==> config.mk <==
export PLATFORM = sky130hd
export DESIGN_NAME = id_ex_pipelined_decode
export DESIGN_NICKNAME = d
export VERILOG_FILES = /design/src/rtl/id_ex_pipelined_decode.sv
export SDC_FILE = /design/constraint.sdc
export NUM_CORES = 2
export LEC_CHECK = 0
export CORE_MARGIN = 4
export CORE_UTILIZATION = 25
export CTS_CLUSTER_SIZE = 25
export DETAILED_ROUTE_END_ITERATION = 10
export PLACE_DENSITY = 0.4
export RECOVER_POWER = 25
export SYNTH_ARGS = -nofsm -noshare
export SYNTH_HDL_FRONTEND = slang
export SYNTH_SLANG_ARGS = --single-unit
export TNS_END_PERCENT = 20
==> constraint.sdc <==
create_clock -name i_clock -period 1.9 [get_ports i_clock]
set_input_delay 0.475 -clock i_clock [delete_from_list [all_inputs] [get_ports i_clock]]
set_output_delay 0.475 -clock i_clock [all_outputs]
set_load 0.005 [all_outputs]
==> src/rtl/id_ex_pipelined_decode.sv <==
`default_nettype none
// ============================================================================
// Module   : id_ex_pipelined_decode
// Purpose  : Decode stage with bypassed register bank, load-use hazard stall
//            and a flushable/holdable ID/EX pipeline register.
// Revision : 1.0
// ============================================================================
module id_ex_pipelined_decode #(
    parameter int NB_INST   = 32,
    parameter int NB_PC     = 32,
    parameter int NB_DATA   = 32,
    parameter int NB_REG    = 5,
    parameter int NB_OPCODE = 6
) (
    input  logic                 i_clock,
    input  logic                 i_reset,
    input  logic                 i_enable,
    input  logic                 i_flush,
    input  logic [NB_INST-1:0]   i_inst,
    input  logic [NB_PC-1:0]     i_pc,
    input  logic                 i_wb_reg_write,
    input  logic [NB_REG-1:0]    i_wb_write_reg,
    input  logic [NB_DATA-1:0]   i_wb_write_data,
    output logic                 o_stall,
    output logic                 o_jump,
    output logic [NB_PC-1:0]     o_jump_address,
    output logic                 o_valid,
    output logic                 o_reg_dest,
    output logic                 o_alu_src,
    output logic                 o_mem_read,
    output logic                 o_mem_write,
    output logic                 o_branch,
    output logic                 o_reg_write,
    output logic                 o_mem_to_reg,
    output logic                 o_byte_en,
    output logic                 o_halfword_en,
    output logic                 o_word_en,
    output logic [NB_OPCODE-1:0] o_alu_op,
    output logic [NB_DATA-1:0]   o_data_a,
    output logic [NB_DATA-1:0]   o_data_b,
    output logic [NB_DATA-1:0]   o_immediate,
    output logic [NB_DATA-1:0]   o_shamt,
    output logic [NB_REG-1:0]    o_rs,
    output logic [NB_REG-1:0]    o_rt,
    output logic [NB_REG-1:0]    o_rd,
    output logic [NB_PC-1:0]     o_pc
);

    localparam int c_N_REGS = 2 ** NB_REG;

    localparam logic [NB_OPCODE-1:0] c_OP_R    = 6'b000000;
    localparam logic [NB_OPCODE-1:0] c_OP_LW   = 6'b100011;
    localparam logic [NB_OPCODE-1:0] c_OP_LH   = 6'b100001;
    localparam logic [NB_OPCODE-1:0] c_OP_LB   = 6'b100000;
    localparam logic [NB_OPCODE-1:0] c_OP_SW   = 6'b101011;
    localparam logic [NB_OPCODE-1:0] c_OP_SH   = 6'b101001;
    localparam logic [NB_OPCODE-1:0] c_OP_SB   = 6'b101000;
    localparam logic [NB_OPCODE-1:0] c_OP_BEQ  = 6'b000100;
    localparam logic [NB_OPCODE-1:0] c_OP_BNE  = 6'b000101;
    localparam logic [NB_OPCODE-1:0] c_OP_ADDI = 6'b001000;
    localparam logic [NB_OPCODE-1:0] c_OP_J    = 6'b000010;
    localparam logic [NB_OPCODE-1:0] c_OP_JAL  = 6'b000011;

    typedef struct packed {
        logic                 valid;
        logic                 reg_dest;
        logic                 alu_src;
        logic                 mem_read;
        logic                 mem_write;
        logic                 branch;
        logic                 reg_write;
        logic                 mem_to_reg;
        logic                 byte_en;
        logic                 halfword_en;
        logic                 word_en;
        logic [NB_OPCODE-1:0] alu_op;
        logic [NB_DATA-1:0]   data_a;
        logic [NB_DATA-1:0]   data_b;
        logic [NB_DATA-1:0]   immediate;
        logic [NB_DATA-1:0]   shamt;
        logic [NB_REG-1:0]    rs;
        logic [NB_REG-1:0]    rt;
        logic [NB_REG-1:0]    rd;
        logic [NB_PC-1:0]     pc;
    } idex_t;

    logic [NB_DATA-1:0]   r_bank [c_N_REGS];
    idex_t                r_idex;
    idex_t                w_dec;
    logic                 w_is_jump;
    logic                 w_stall;
    logic [NB_OPCODE-1:0] w_opcode;
    logic [NB_REG-1:0]    w_rs;
    logic [NB_REG-1:0]    w_rt;
    logic [NB_REG-1:0]    w_rd;
    logic [NB_DATA-1:0]   w_read_a;
    logic [NB_DATA-1:0]   w_read_b;

    assign w_opcode = i_inst[NB_INST-1 -: NB_OPCODE];
    assign w_rs     = i_inst[21 +: NB_REG];
    assign w_rt     = i_inst[16 +: NB_REG];
    assign w_rd     = i_inst[11 +: NB_REG];

    always_ff @(posedge i_clock or negedge i_reset) begin
        if (!i_reset) begin
            for (int i = 0; i < c_N_REGS; i++) begin
                r_bank[i] <= '0;
            end
        end else if (i_wb_reg_write && (i_wb_write_reg != '0)) begin
            r_bank[i_wb_write_reg] <= i_wb_write_data;
        end
    end

    // Write-through bypass so the ID/EX capture never sees the pre-write value
    always_comb begin
        w_read_a = r_bank[w_rs];
        w_read_b = r_bank[w_rt];
        if (i_wb_reg_write && (i_wb_write_reg == w_rs)) begin
            w_read_a = i_wb_write_data;
        end
        if (i_wb_reg_write && (i_wb_write_reg == w_rt)) begin
            w_read_b = i_wb_write_data;
        end
        if (w_rs == '0) begin
            w_read_a = '0;
        end
        if (w_rt == '0) begin
            w_read_b = '0;
        end
    end

    always_comb begin
        w_dec           = '0;
        w_is_jump       = 1'b0;
        w_dec.valid     = 1'b1;
        w_dec.alu_op    = w_opcode;
        w_dec.data_a    = w_read_a;
        w_dec.data_b    = w_read_b;
        w_dec.immediate = {{(NB_DATA-16){i_inst[15]}}, i_inst[15:0]};
        w_dec.shamt     = {{(NB_DATA-5){1'b0}}, i_inst[10:6]};
        w_dec.rs        = w_rs;
        w_dec.rt        = w_rt;
        w_dec.rd        = w_rd;
        w_dec.pc        = i_pc;
        case (w_opcode)
            c_OP_R: begin
                w_dec.reg_dest  = 1'b1;
                w_dec.reg_write = 1'b1;
                w_dec.word_en   = 1'b1;
            end
            c_OP_LW, c_OP_LH, c_OP_LB: begin
                w_dec.alu_src     = 1'b1;
                w_dec.mem_read    = 1'b1;
                w_dec.mem_to_reg  = 1'b1;
                w_dec.reg_write   = 1'b1;
                w_dec.word_en     = (w_opcode == c_OP_LW);
                w_dec.halfword_en = (w_opcode == c_OP_LH);
                w_dec.byte_en     = (w_opcode == c_OP_LB);
            end
            c_OP_SW, c_OP_SH, c_OP_SB: begin
                w_dec.alu_src     = 1'b1;
                w_dec.mem_write   = 1'b1;
                w_dec.word_en     = (w_opcode == c_OP_SW);
                w_dec.halfword_en = (w_opcode == c_OP_SH);
                w_dec.byte_en     = (w_opcode == c_OP_SB);
            end
            c_OP_BEQ, c_OP_BNE: begin
                w_dec.branch = 1'b1;
            end
            c_OP_ADDI: begin
                w_dec.alu_src   = 1'b1;
                w_dec.reg_write = 1'b1;
            end
            c_OP_J: begin
                w_is_jump = 1'b1;
            end
            c_OP_JAL: begin
                w_is_jump       = 1'b1;
                w_dec.reg_write = 1'b1;
            end
            default: begin
            end
        endcase
    end

    // Load in EX whose destination feeds this instruction; a flush kills the pair anyway
    assign w_stall = r_idex.valid && r_idex.mem_read && (r_idex.rt != '0) &&
                     ((r_idex.rt == w_rs) || (r_idex.rt == w_rt)) && !i_flush;

    always_ff @(posedge i_clock or negedge i_reset) begin
        if (!i_reset) begin
            r_idex <= '0;
        end else if (i_flush) begin
            r_idex <= '0;
        end else if (!i_enable) begin
            r_idex <= r_idex;
        end else if (w_stall) begin
            r_idex <= '0;
        end else begin
            r_idex <= w_dec;
        end
    end

    assign o_stall        = w_stall;
    assign o_jump         = w_is_jump && !w_stall && !i_flush;
    assign o_jump_address = {i_pc[NB_PC-1 -: 4], i_inst[25:0], 2'b00};
    assign o_valid        = r_idex.valid;
    assign o_reg_dest     = r_idex.reg_dest;
    assign o_alu_src      = r_idex.alu_src;
    assign o_mem_read     = r_idex.mem_read;
    assign o_mem_write    = r_idex.mem_write;
    assign o_branch       = r_idex.branch;
    assign o_reg_write    = r_idex.reg_write;
    assign o_mem_to_reg   = r_idex.mem_to_reg;
    assign o_byte_en      = r_idex.byte_en;
    assign o_halfword_en  = r_idex.halfword_en;
    assign o_word_en      = r_idex.word_en;
    assign o_alu_op       = r_idex.alu_op;
    assign o_data_a       = r_idex.data_a;
    assign o_data_b       = r_idex.data_b;
    assign o_immediate    = r_idex.immediate;
    assign o_shamt        = r_idex.shamt;
    assign o_rs           = r_idex.rs;
    assign o_rt           = r_idex.rt;
    assign o_rd           = r_idex.rd;
    assign o_pc           = r_idex.pc;

endmodule
`default_nettype wire

Word level (Yosys, flattened, before mapping)
Index checks and enable logic that the tools add are counted.
Operators by class
  order comparisons: 4
  equality and inequality tests: 15
  multiplexer cells: 25
  bitwise operators: 3
  reductions and logical operators: 25
Operators by type and width (number)
  $bwmux 1024: 1
  $mux 192: 3
  $bmux 32 s5: 2
  $mux 32: 9
  $demux 32 s5: 1
  $eq 6x6->1 const B: 6
  $eq 5x5->1: 4
  $ge 6x6->1 const B: 3
  $not 5->6: 3
  $eq 6x2->1 const B: 2
  $eq 6x3->1 const B: 2
  $logic_and 1x1->1: 10
  $logic_not 5->1: 2
  $reduce_bool 5->1: 2
  $mux 1: 7
  $reduce_or 7->1: 1
  $eq 6x4->1 const B: 1
  $logic_not 6->1: 1
  $lt 6x1->1 const B: 1
  $reduce_or 3->1: 2
  $reduce_or 6->1: 1
  $pmux 2 s2: 1
  $reduce_or 2->1: 2
  $pmux 1 s3: 1
  3 further kinds: 4
Storage, ports and cells
  flip-flop bits (word level): 1216
  bits of input ports: 106
  output and inout bits: 226
  word-level logic and storage cells: 124

Longest topological paths before layout
  depth in word-level cells: 9
  gate-level depth with buffers: 11
  depth with buffers taken out: 6

Least setup slack after synthesis
Ideal clock, no wire load.
  path type: input to register
  from: in i_inst[18]
  to: reg r_idex, in the netlist o_data_b[17]
  setup time: 0.126 ns
  arrival time: 2.285 ns
  data required time: 1.774 ns
  setup slack: -0.511 ns
  stages: 8
  buffers on the path: 3
  cells stage by stage: buf_2 -> buf_2 -> buf_1 -> mux4_2 -> mux2_2 -> a221oi_2 -> a21oi_1 -> a221o_1
On the way
  word-level cells in the longest chain between the ends: 9
  elaborated cells on any way between the ends: 16
  those cells by class: 2 x eq/ne; 8 x mux; 1 x bitwise; 5 x reduce/logical
RTL lines
  start: declaration: line 19  | input logic [NB_INST-1:0] i_inst,
  $not 5->6 (implied by the code): line 117  | w_read_b = r_bank[w_rt];
  $bmux 32 s5: line 117
  $mux 32 (implied by the code) (2 in a row): line 117
  $mux 32: line 121  | if (i_wb_reg_write && (i_wb_write_reg == w_rt)) begin
  $mux 32: line 127  | if (w_rt == '0) begin
  $mux 192 *: line 197  | end else if (w_stall) begin
  $mux 192 *: line 195  | end else if (!i_enable) begin
  $mux 192 *: line 193  | end else if (i_flush) begin
  end signal: assignment: line 196  | r_idex <= r_idex;
  end signal: assignment: line 200  | r_idex <= w_dec;
  end: declaration: line 88  | idex_t r_idex;
Mark *: on every way between the ends. The rest lies on a longest branch, timed or not. The select of a mux whose other input is x is not followed.
A chain may end at the register's enable or synchronous reset.

Final worst setup path
  from: reg r_idex, in the netlist o_rt[0]
  to: out o_jump
On the way
  word-level cells in the longest chain between the ends: 7
  elaborated cells on any way between the ends: 10
  those cells by class: 2 x eq/ne; 8 x reduce/logical
RTL lines
  $eq 5x5->1 or $reduce_bool 5->1 (tied branches): line 188, 187
  $logic_or 1x1->1 or $logic_and 1x1->1 (tied branches): line 188, 187
  $logic_and 1x1->1 *: line 187  | assign w_stall = r_idex.valid && r_idex.mem_read && (r_idex.rt != '0) &&
  $logic_and 1x1->1 *: line 188  | ((r_idex.rt == w_rs) || (r_idex.rt == w_rt)) && !i_flush;
  $logic_not 1->1 *: line 205  | assign o_jump = w_is_jump && !w_stall && !i_flush;
  $logic_and 1x1->1 * (2 in a row): line 205
  end: declaration: line 25  | output logic o_jump,
Mark *: on every way between the ends. The rest lies on a longest branch, timed or not.

==> summary.md <==
| Metric | Value |
|---|---|
| Post-Route WL | 265.9 mm |
| Clock transition at the registers of the reported paths | ~0.06 ns |
| Clock buffer depth | 3 |
| Tcrit/Tclk final | 148.8% |
| Buf/Inv on CP | 1 |
| CTS tree | done |
| Grt ovf | 0 |
| Layout area overhead | 31.46% |
| Flop2flop setup slack | -0.65 ns |
| Synthesized area per cell | between 10 and 15 um^2 |
| Cell internal pwr | 55.36 mW |
| Seq/Total Area, Yosys | 47.73% |
| FF+latch area | roughly 29000 um^2 |
| DR vias | ~43000 |
| Slew headroom | around 6.6% |
| Fraction of registers with async set/reset | 100.0% |
| CTS sink cnt | about 1200 |
| Root buffer cell | clkbuf_16 |
| WL/cell | 31.50 um |
| RSZ-0062 raised after global routing | true |
| WP data arrival | roughly 2.4 ns |
| Core footprint | around 240000 um^2 |
| DRT antenna net count | 0 |
| Row cnt | 180 |
| Initial core utilization | 25.23% |
| Upper clock frequency limit | ~0.35 GHz |
| Top delay family on crit path | simple AND/OR/NAND/NOR gates |
| Synthesis warning total | 0 |
| CP Class | reg2out |
| Worst Setup Slack, final | -0.9270 ns |
| Die width | 501.6 um |
| Gr usage total | 20.90% |
| Num CTS Buffers | ~150 |
| Tmin final | around 2.8 ns |
| Gate power share | a little over a fifth |
| Clk_lat worst skew | roughly 0.80 ns |
| Initial antenna violation count | 17 |
| Avg Vias per Cell | between 5 and 6 |
| EDFF count, synth | 0 |
| Final Hold Viols | 0 |
| Min-Delay Path Class | in2reg |
| Chip Height | between 500 and 600 um |
| Endpoints failing setup | 1377 |
| Worst EP required | around 1.4 ns |
| PwrDens | 963.0 nW/um^2 |
| Pleak | 35.26 nW |
| Number of max-cap violations | 0 |
| Fillers | ~24000 |
| WHS Endpoint | o_rs[0] |
| Critical path's largest stage delay | 0.41 ns |
| Yosys cell types | 53 |
| Non-Filler Instances | 8439 |
| Flip-flop and latch count after synthesis | 1162 |
| HP Start | i_inst[21] |
| Status | finished, violations left |
| First-pass GRT wire length | 374.4 mm |
| Mapped Cells | approximately 4400 |
| Top_reg_cell synth | dfrtp_1 |
| DIE AREA | between 200000 and 300000 um^2 |
| Clock share of power | a little over a third |
| Multi-input combinational cell area | roughly 30000 um^2 |
| HPWL after DPL | 188.5 mm |
| Routability cong. | ~0.81 |
| Maximum number of pins on one net before global-route repair | 82 |
| CP Cell Sequence | or3_1 > o311a_1 > nand2_2 > and4b_1 > buf_2 |
| IO buf count | roughly 300 |
| Max Slew Vio Count | 0 |
| Clock skew | 0.02453 ns |
| Setup Total Neg Slack | -215.45 ns |
| Placed Instances | approximately 8200 |
| I/O Pins | ~330 |
| Cells on Worst Hold Path | 3 |
| VDD IR-drop max | slightly below 0.9 mV |
| Reg power frac | 42.4% |
| Pre-Repair DR Iteration Count | 7 |
| Final #Nets | 5250 |
| Reg2Reg Depth | 14 |
| Critical Path End Type | output pin |
| Critical Path Slowest Stage Cell | dfrtp_1 |
| Worst-margin pin slew | 1.402 ns |
| Switching power | between 20 and 25 mW |
| Failing checks | negative setup slack |
| Crit Reg-Reg Endpoint | o_data_b[30] |
| Number of remaining DRC errors | 0 |
| Pre-CTS setup slack | -1.069 ns |
| Vias in the first global route | 45330 |
| R2r startpoint | o_rt[0] |
| Layout cells sized above 1 | around 51% |
| Critical path launch point type | flop |
| Post-Synthesis Cell Area | ~61000 um^2 |
| Critical path fanouts, max | 2 |
| H-tree level count | 4 |
| Drt initial violations | 3150 |
| Switching share of power | around 28% |
[area by class of cell]
type,instances,area share [%]
antenna,3,0.009374
clock buffer,230,5.592
clock inverter,27,0.3422
inverter,1,0.007812
multi-input combinational,2668,37.07
sequential,1162,36.36
tap,3185,4.976
timing repair buffer,1163,15.65
[metrics by stage]
stage / util, % / power [mW] / cell area, um^2 / hold slack [ns]
2_1_floorplan: - / 41.90 / 61740 / 0.1794
4_1_cts: 33.20 / 77.96 / 80150 / 0.1044
6_report: 33.17 / 77.12 / 80080 / 0.1749
3_5_place_dp: 31.07 / 49.36 / 75020 / 0.3845
5_1_grt: 33.17 / 80.52 / 80080 / 0.1462
3_3_place_gp: 31.07 / 49.12 / 75020 / 0.3779
[kinds of logic (layout without fill, tap and decap cells)]
logic type	after synthesis	count (layout)	share of synthesized area (%)
flops	1162	1162	47.73
simple gates	336	336	2.609
compound gates	522	522	6.534
mux	1761	1761	38.30
buf+inv	566	1421	4.535
other cells	1	32	0.006156
xor+xnor	20	20	0.2876
[synth_stat cells, drive strengths merged, types with 2 or more instances]
| cell type | number | area (um^2) |
|---|---|---|
| a31oi | 6 | 37.54 |
| o31ai | 12 | 90.09 |
| xnor2 | 12 | 105.1 |
| nand3 | 59 | 295.3 |
| a22oi | 99 | 743.2 |
| nor3b | 4 | 30.03 |
| or2 | 2 | 12.51 |
| a22o | 64 | 560.5 |
| mux2 | 1057 | 11900 |
| nor2b | 7 | 43.79 |
| clkbuf | 278 | 1044 |
| and2 | 35 | 219.0 |
| o211ai | 16 | 120.1 |
| buf | 287 | 1715 |
| nor4 | 5 | 31.28 |
| or3 | 2 | 12.51 |
| xor2 | 8 | 70.07 |
| nor3 | 10 | 50.05 |
| mux4 | 350 | 7883 |
| a221oi | 36 | 440.4 |
| nand3b | 4 | 30.03 |
| a21oi | 49 | 256.5 |
| a211oi | 33 | 247.7 |
| o21ai | 67 | 335.3 |
| o221ai | 32 | 280.3 |
| nor2 | 31 | 116.4 |
| a32o | 10 | 100.1 |
| dfrtp | 1162 | 29080 |
| and3 | 16 | 100.1 |
| mux2i | 354 | 3543 |
| nand2b | 5 | 31.28 |
| nand2 | 147 | 551.8 |
| a32oi | 7 | 61.31 |
| a221o | 32 | 320.3 |
| o2111ai | 4 | 35.03 |
| nand4 | 6 | 37.54 |
| o22ai | 52 | 325.3 |
[repair_timing]
action,CTS,global route
endpoints found under the setup margin,494,663
setup buffers,20,3
cloned,5,0
pin swaps,14,29
hold buffers,1,0
resized for setup,235,65
hold endpoints to repair,276,0
[registers in the layout (all words and copies together) (netlist names), 5 cells and up]
register and count:
o_immediate 16, o_rt 5, o_pc 32, o_data_b 32, o_data_a 32, o_rs 5
o_alu_op 6, r_bank 1024
[layer usage]
metal	vias up	track usage, %	share of wire (%)
met4	0	6.017	2.9
met5	-	0	0
li1	18130	-	-
met3	311	2.675	4.3
met1	23420	28.28	44
met2	1188	34.99	48
[power groups by stage]
stage	Sequential [mW]	Clock [mW]	Combinational, mW
floorplan	31.5	0	10.3
global placement	32.9	0	16.2
detailed placement	33.0	0	16.4
CTS	32.6	28.9	16.5
global route	33.2	29.7	17.6
finish	32.7	28.1	16.4
[worst max-delay path by stage]
stage                            startpoint          end  slack (ns)  depth (start not counted)
after floorplan                  i_inst[16]  o_data_b[3]       -0.29                          7
after global placement    i_wb_write_reg[0]  r_bank[750]       -1.18                          5
after detailed placement  i_wb_write_reg[0]  r_bank[751]       -1.07                          5
after CTS                           o_rt[1]       o_jump       -1.05                          5
after global routing                o_rt[0]       o_jump       -1.03                          5
final                               o_rt[0]       o_jump       -0.93                          5
[worst min-delay path, stage by stage]
cell	delay, ns
buf_8	0.16
buf_4	0.18
a22o_1	0.12
[layout by cell type, fill, tap and decap left out, drive strengths merged, types with 33 or more instances in the layout]
cell           synthesis  routed
a211oi                33      33
a21oi                 49      49
a221oi                36      36
a22o                  64      64
a22oi                 99      99
and2                  35      35
buf                  287     891
clkbuf               278     256
clkdlybuf4s50          0     227
dfrtp               1162    1162
mux2                1057    1057
mux2i                354     354
mux4                 350     350
nand2                147     147
nand3                 59      59
o21ai                 67      67
o22ai                 52      52
Power figures use the tool's default switching activity.
